--- src/rtl/sysid_pkg.sv ---
// sysid_pkg: shared word map, capability-word layout and data type
// for the sysid_regs register bank.
package sysid_pkg;

   typedef logic [31:0] reg_word_t;

   localparam int ADDR_SYSID   = 0;
   localparam int ADDR_TSTAMP  = 1;
   localparam int ADDR_UPLO    = 2;
   localparam int ADDR_UPHI    = 3;
   localparam int ADDR_SCRATCH = 4;
   localparam int ADDR_CAP     = 5;
   localparam int ADDR_USER0   = 6;

   localparam int CAP_NU_LSB = 0;
   localparam int CAP_NU_W   = 8;
   localparam int CAP_AW_LSB = 8;
   localparam int CAP_AW_W   = 4;
   localparam int CAP_RL_LSB = 12;
   localparam int CAP_RL_W   = 4;

   function automatic reg_word_t cap_word(
      input int rl,
      input int aw,
      input int nu
   );
      reg_word_t w;
      w = '0;
      w[CAP_RL_LSB +: CAP_RL_W] = rl[CAP_RL_W-1:0];
      w[CAP_AW_LSB +: CAP_AW_W] = aw[CAP_AW_W-1:0];
      w[CAP_NU_LSB +: CAP_NU_W] = nu[CAP_NU_W-1:0];
      return w;
   endfunction

endpackage

--- src/rtl/sysid_rdpipe.sv ---
// sysid_rdpipe: LAT-deep read-data pipe; clear drops every in-flight read.
// Ports: clock, clear, in_valid/in_data -> out_valid/out_data (held when idle).
module sysid_rdpipe
   import sysid_pkg::*;
#(
   parameter int LAT = 1
) (
   input  logic      clock,
   input  logic      clear,
   input  logic      in_valid,
   input  reg_word_t in_data,
   output logic      out_valid,
   output reg_word_t out_data
);

   logic [LAT-1:0] v_q;
   reg_word_t      d_q [LAT];

   // Stages only load on a valid beat, so the last stage holds its
   // data between results.
   always_ff @(posedge clock) begin
      if (clear) begin
         v_q <= '0;
         for (int i = 0; i < LAT; i++) begin
            d_q[i] <= '0;
         end
      end else begin
         v_q[0] <= in_valid;
         if (in_valid) begin
            d_q[0] <= in_data;
         end
         for (int i = 1; i < LAT; i++) begin
            v_q[i] <= v_q[i-1];
            if (v_q[i-1]) begin
               d_q[i] <= d_q[i-1];
            end
         end
      end
   end

   assign out_valid = v_q[LAT-1];
   assign out_data  = d_q[LAT-1];

endmodule

--- src/rtl/sysid_regs.sv ---
// sysid_regs: Avalon-MM system-ID bank: ID, timestamp, 64-bit uptime with
// snapshot, scratch, capability and user words. Ports: clock, reset,
// address, read, write, writedata, readdata, readdatavalid, user_id.
module sysid_regs
   import sysid_pkg::*;
#(
   parameter reg_word_t SYSTEM_ID    = 32'h0000_0000,
   parameter reg_word_t TIMESTAMP    = 32'd0,
   parameter int        NUM_USER     = 2,
   parameter int        ADDR_W       = 4,
   parameter int        READ_LATENCY = 1,
   localparam int       UW = (NUM_USER > 0) ? NUM_USER : 1
) (
   input  logic              clock,
   input  logic              reset,
   input  logic [ADDR_W-1:0] address,
   input  logic              read,
   input  logic              write,
   input  reg_word_t         writedata,
   output reg_word_t         readdata,
   output logic              readdatavalid,
   input  logic [32*UW-1:0]  user_id
);

   if ((ADDR_USER0 + NUM_USER) > (1 << ADDR_W)
       || READ_LATENCY < 1 || READ_LATENCY > 4) begin : g_bad
      $fatal(1, "sysid_regs: illegal parameters");
   end

   logic [63:0] cnt_q, cnt_d;
   reg_word_t   shadow_q, shadow_d;
   reg_word_t   scratch_q, scratch_d;
   reg_word_t   rdata, usr_word;
   logic [31:0] a_idx;
   logic        rd_lo, wr_scr;

   assign a_idx  = 32'(address);
   assign rd_lo  = read && (a_idx == 32'(ADDR_UPLO));
   assign wr_scr = write && (a_idx == 32'(ADDR_SCRATCH));

   always_comb begin
      usr_word = '0;
      for (int i = 0; i < NUM_USER; i++) begin
         if (a_idx == 32'(ADDR_USER0 + i)) begin
            usr_word = user_id[i*32 +: 32];
         end
      end
   end

   // Read mux sees pre-write state, so a same-cycle write is not
   // observed by the read.
   always_comb begin
      rdata = '0;
      unique case (1'b1)
         (a_idx == 32'(ADDR_SYSID)):   rdata = SYSTEM_ID;
         (a_idx == 32'(ADDR_TSTAMP)):  rdata = TIMESTAMP;
         (a_idx == 32'(ADDR_UPLO)):    rdata = cnt_q[31:0];
         (a_idx == 32'(ADDR_UPHI)):    rdata = shadow_q;
         (a_idx == 32'(ADDR_SCRATCH)): rdata = scratch_q;
         (a_idx == 32'(ADDR_CAP)):
            rdata = cap_word(READ_LATENCY, ADDR_W, NUM_USER);
         default:                      rdata = usr_word;
      endcase
   end

   always_comb begin
      cnt_d     = cnt_q + 64'd1;
      shadow_d  = rd_lo ? cnt_q[63:32] : shadow_q;
      scratch_d = wr_scr ? writedata : scratch_q;
   end

   always_ff @(posedge clock) begin
      if (reset) begin
         cnt_q     <= '0;
         shadow_q  <= '0;
         scratch_q <= '0;
      end else begin
         cnt_q     <= cnt_d;
         shadow_q  <= shadow_d;
         scratch_q <= scratch_d;
      end
   end

   sysid_rdpipe #(
      .LAT(READ_LATENCY)
   ) u_pipe (
      .clock    (clock),
      .clear    (reset),
      .in_valid (read),
      .in_data  (rdata),
      .out_valid(readdatavalid),
      .out_data (readdata)
   );

endmodule

--- config.mk ---
export PLATFORM = sky130hd
export DESIGN_NAME = sysid_regs
export DESIGN_NICKNAME = d
export VERILOG_FILES = /design/src/rtl/sysid_pkg.sv /design/src/rtl/sysid_rdpipe.sv /design/src/rtl/sysid_regs.sv
export SDC_FILE = /design/constraint.sdc
export NUM_CORES = 1
export LEC_CHECK = 0
export ABC_AREA = 1
export BUFFER_PORTS_ARGS = -buffer_cell sky130_fd_sc_hd__buf_2
export CAP_MARGIN = 20
export CORE_MARGIN = 2
export CORE_UTILIZATION = 32
export CTS_CLUSTER_DIAMETER = 40
export DETAILED_ROUTE_END_ITERATION = 10
export PLACE_DENSITY = 0.6
export SYNTH_ARGS = -nofsm -noshare
export SYNTH_HDL_FRONTEND = slang
export SYNTH_SLANG_ARGS = --single-unit
--- constraint.sdc ---
create_clock -name clock -period 2 [get_ports clock]
set_clock_uncertainty 0.2 [all_clocks]
set_input_delay 0.2 -clock clock [delete_from_list [all_inputs] [get_ports clock]]
set_output_delay 0.2 -clock clock [all_outputs]
set_load 0.005 [all_outputs]
Yosys cells after proc, flatten, opt, wreduce, memory -nomap -nowiden. Memory sizes are Yosys's and may differ from the RTL's. Index checks and enable logic that the tools add are counted.

RAM bits: 32. Output and inout bits: 33. Flip-flop bits (word level): 129. Logic and storage cells: 28. Input bits: 104. Memories: 1.

Memories: u_pipe.d_q (depth 1, bits a word 32, read ports 1, clocked after Yosys merged registers in 0, write ports 1, line sysid_rdpipe.sv:17) `reg_word_t d_q [LAT];`.

Equality and inequality tests: 7. Add/sub/neg operators: 1. Mux-type cells: 10. Reduce and logical (&&, ||, !) cells: 5.

Operators with widths (number): one-hot mux 32 bit (5 select lines) (1); two-way mux 32 bit (3); adder 64 x 1 -> 64 bit, second input constant (1); logical NOT 32 bit (1); OR reduction 32 bit (1); == test 4 x 3 -> 1 bit, second input constant (4); == test 4 x 2 -> 1 bit, second input constant (2); two-way mux 1 bit (6); == test 4 x 1 -> 1 bit, second input constant (1); logical AND 1 bit (2); OR reduction 2 bit (1).

Longest topological paths before layout.
Word-level depth: 5. Gate-level depth with buffers: 11. Depth with buffers taken out: 11.

Cells and area by module. A second synthesis with hierarchy kept.

Cells, all modules: 1239. Area, all modules: 8466.9 um^2.

By module, submodules not included: sysid_regs (cells each 1135, times used 1, area an instance 7114.3 um^2, sequential area each 2562.5 um^2); sysid_rdpipe (cells each 104, times used 1, area an instance 1352.5 um^2, sequential area each 980.9 um^2).

Worst setup path after synthesis. Ideal clock, no wire load.

Kind: in2reg. Start: in reset. End: mem u_pipe.d_q[0][0] (netlist bit), enable pin. Path buffers: 3. Cell stages on the path: 5. Arrival: 1.548 ns. Data required time: 1.410 ns. Setup time: 0.390 ns. Path slack: -0.138 ns. Cells stage by stage: clkbuf_1 -> inv_1 -> buf_2 -> buf_2 -> nand2_1.

Longest elaborated chain between the ends: 4. Elaborated cells on any way between the ends: 6. Those cells by class: mux: 5; reduce/logical: 1.

Ends and longest elaborated chain: start: declaration (line sysid_regs.sv:15) `input logic reset,`; two-way mux 1 bit (line sysid_rdpipe.sv:22) `if (clear) begin`; two-way mux 1 bit (implied by the code) (line sysid_rdpipe.sv:30) `d_q[0] <= in_data;`; OR reduction 32 bit (no line); two-way mux 1 bit (no line) *; end: declaration (line sysid_rdpipe.sv:17).

Mark *: on every way between the ends. The rest lies on a longest branch, timed or not.

Final worst setup path.
Start: reg cnt_q[1]. End: reg cnt_q[36].

Longest elaborated chain between the ends: 1.

Ends and longest elaborated chain: start: declaration (line sysid_regs.sv:30) `logic [63:0] cnt_q, cnt_d;`; start signal: assignment (line sysid_regs.sv:78) `cnt_q <= cnt_d;`; adder 64 x 1 -> 64 bit (line sysid_regs.sv:67) `cnt_d = cnt_q + 64'd1;`.

Every way passes these cells. A chain may end at the register's enable or synchronous reset.

==> impl_metrics.json <==
{
  "holdCritPathClass": "in2reg",
  "relSlewSlack_pct": 69.3,
  "maxCapViolations": 0,
  "layout.core_utilization_pct": 42.3,
  "slew_viol_final": 0,
  "post-route-period-util_pct": 94.2,
  "total_of_endpoints_with_negative_setup_slack_in_the_final_report": 0,
  "synthDistinctLibCells": 30,
  "initial_core_util_pct": 32.6,
  "routed-via-count": 8575,
  "route.detailed.vias_per_inst": 4.89,
  "path_max_fanout": 7,
  "finish.cell_count_without_fillers": 1753,
  "period_needed_ns": 1.88,
  "areaGrowthSynthToFinish_pct": 29.7,
  "worst_skew_pair.late_latency_ns": 0.44,
  "timing.critical_path.from": "cnt_q[1]",
  "floorplan.rows": 58,
  "setup_repair_after_global_routing_missed_its_margin": "true",
  "p_clk_share_pct": 45.0,
  "post_synth.cell_area_avg_um2": 6.77,
  "vias_in_the_first_global_route": 8039,
  "ctsHtreeMaxLevel": 4,
  "layout-drive-gt1-share_pct": 16.8,
  "post-cts-setup-buffers": 0,
  "grtUsageMet3_pct": 3.79,
  "p_comb_share_pct": 7.7,
  "design.core.area_um2": 25300,
  "groute.usage.overall_pct": 20.2,
  "cts_root_buffer": "clkbuf_16",
  "power.switching_mw": 1.88,
  "timing.critical_path.to_type": "register",
  "dieArea_um2": 27000,
  "grt_pass1_wl_mm": 42.0,
  "clock.fmax_mhz": 531,
  "grt_remaining_overflow": 0,
  "critPathKind": "reg2reg",
  "cts_tree": "done",
  "detail_route.iter0.violations": 640,
  "worstMarginPinSlew_ns": 0.460,
  "leakage_nw": 4.10,
  "dominantRegCellSynth": "dfxtp_1",
  "place.detailed.hpwl_mm": 20.4,
  "grt-busiest-layer": "met2",
  "clk_pin_slew_worst_paths_ns": 0.07,
  "synthesis.nets": 1321,
  "worst_ep_arrival_ns": 2.01,
  "nets_finish": 1515,
  "switching_share_pct": 26.2,
  "final_weighted_congestion_in_routability_driven_placement": 0.982,
  "grtUsageMet2_pct": 33.5,
  "grt_use_met1_pct": 26.6,
  "postRouteAntennaNets": 0,
  "grt_start_max_net_pins": 69,
  "holdCritStartpoint": "user_id[44]",
  "netlist_area_um2": 8230,
  "numCtsBuffers": 17,
  "timing.final.hold_violations": 0,
  "r2r_start": "cnt_q[1]",
  "power-per-cell-area_nw_per_um2": 671,
  "die_height_um": 164,
  "wl_mm": 27.4,
  "status": "completed",
  "worstPathRequired_ns": 2.13,
  "postSynthRegisterBits": 161,
  "cts_max_path_buffers": 2,
  "grt_antenna_before_repair": 0,
  "die_x_um": 164,
  "placement.io_buffers": 136,
  "synth-edff-count": 32,
  "dp.cells": 1669,
  "seqPwrFrac_pct": 47.4,
  "avgRoutedWirePerCell_um": 15.7,
  "clkSinkCount": 161,
  "whs_ns": 0.0156,
  "antenna_cells": 0,
  "synth.yosys.seq_area_share_pct": 43.0,
  "peakVddDrop_mv": 0.523,
  "cp-start-kind": "register",
  "ys_warn_count": 0,
  "route.detailed.drc": 0,
  "drt_pre_antenna_iters": 6,
  "cellInternalPower_mw": 5.28,
  "floorplan.io_pins": 137,
  "async_reset_ff_share_pct": 0,
  "postSynthCellCount": 1216
}
-- metal layers --
layer	up-vias	part of all wire, %
met3	42	6.2
li1	4345	-
met5	-	0
met2	292	45
met4	0	2.2
met1	3896	46
-- timing repair --
action | CTS | global route
setup endpoints to repair | 0 | 9
endpoints found under the hold margin | 41 | 0
hold buffers | 52 | 0
gates resized for setup | 0 | 8
-- power by group through the flow --
stage	Clock, mW	Combinational, mW	Sequential [mW]
detailed placement	0	0.472	3.46
finish	3.22	0.549	3.39
global route	3.41	0.606	3.40
global placement	0	0.468	3.46
CTS	3.27	0.547	3.39
floorplan	0	0.225	3.47
-- cell usage in the layout, fill, tap and decap left out, types with 3 or more instances in the layout --
cell type	instances
o21ai_0	75
o21bai_1	10
o21ai_1	3
nor2_4	6
inv_8	5
inv_1	160
a31oi_1	5
dlygate4sd3_1	52
nand2_2	7
buf_4	29
buf_2	136
edfxtp_1	32
clkbuf_16	17
nand2_1	242
clkinv_4	3
nand3_1	106
nand4_1	13
nor3_1	5
nor2_2	11
buf_12	11
a21oi_1	154
nor2_1	166
o22ai_1	27
dfxtp_1	128
-- flip-flops by register name, summed over array words and instances (netlist names) --
name              count
u_pipe.out_valid      1
scratch_q            32
u_pipe.d_q           32
cnt_q                64
shadow_q             32
-- metrics by stage --
step | setup TNS [ns] | cell area [um2] | setup slack (ns) | total power [mW]
global placement | 0 | 9550 | 0.130 | 3.93
finish | 0 | 10700 | 0.116 | 7.16
detailed placement | 0 | 9550 | 0.101 | 3.94
CTS | 0 | 10700 | 0.0758 | 7.20
global route | -0.00213 | 10700 | -0.00213 | 7.42
floorplan | 0 | 8230 | 0.162 | 3.69
-- cell families (layout without fill, tap and decap cells) --
logic type	Yosys count	after routing	synth area share [%]
AO/OA/AOI/OAI	275	275	17.5
buffers and inverters	215	422	10.1
flip-flops	161	161	43.0
adder cells (fa/ha/maj)	1	1	0.152
XOR/XNOR	2	2	0.213
AND/OR/NAND/NOR	562	562	28.9
-- final cells by class --
cell class | count | area [um2]
fill | 2628 | 14600
multi-input combinational | 840 | 3890
clock buffer | 18 | 429
sequential | 161 | 3540
tap | 330 | 413
timing repair buffer | 228 | 1640
inverter | 162 | 608
clock inverter | 14 | 148
-- Yosys cell counts (all sizes together) (10+ instances only) --
| library cell | instances | area share, % |
|---|---|---|
| dfxtp | 129 | 31 |
| clkbuf | 38 | 1.7 |
| nand2 | 250 | 12 |
| o21bai | 10 | 0.91 |
| a21oi | 154 | 9.4 |
| o21ai | 78 | 4.7 |
| inv | 162 | 7.4 |
| edfxtp | 32 | 12 |
| buf | 15 | 1.0 |
| nand4 | 13 | 0.99 |
| o22ai | 27 | 2.1 |
| nor2 | 184 | 9.2 |
| nand3 | 107 | 6.5 |
-- final timing paths --
check	slack, ns	to	depth (start not counted)
worst max register to register	0.12	cnt_q[36]	10
worst min register to register	0.24	cnt_q[0]	1
worst max-delay path	0.12	cnt_q[36]	10
worst min-delay path	0.02	u_pipe.d_q[0][12]	5
-- worst max-delay path, stage by stage, from the launching register on --
cell	delay, ns
dfxtp_1	0.37
ha_2	0.22
nand2_2	0.09
nor2_4	0.12
nand2_4	0.12
nor2_8	0.17
nand2_1	0.13
nor2_1	0.16
nand2_1	0.07
nand2_1	0.08
nor2_1	0.05
No activity file was read; power rests on OpenSTA's default activity.
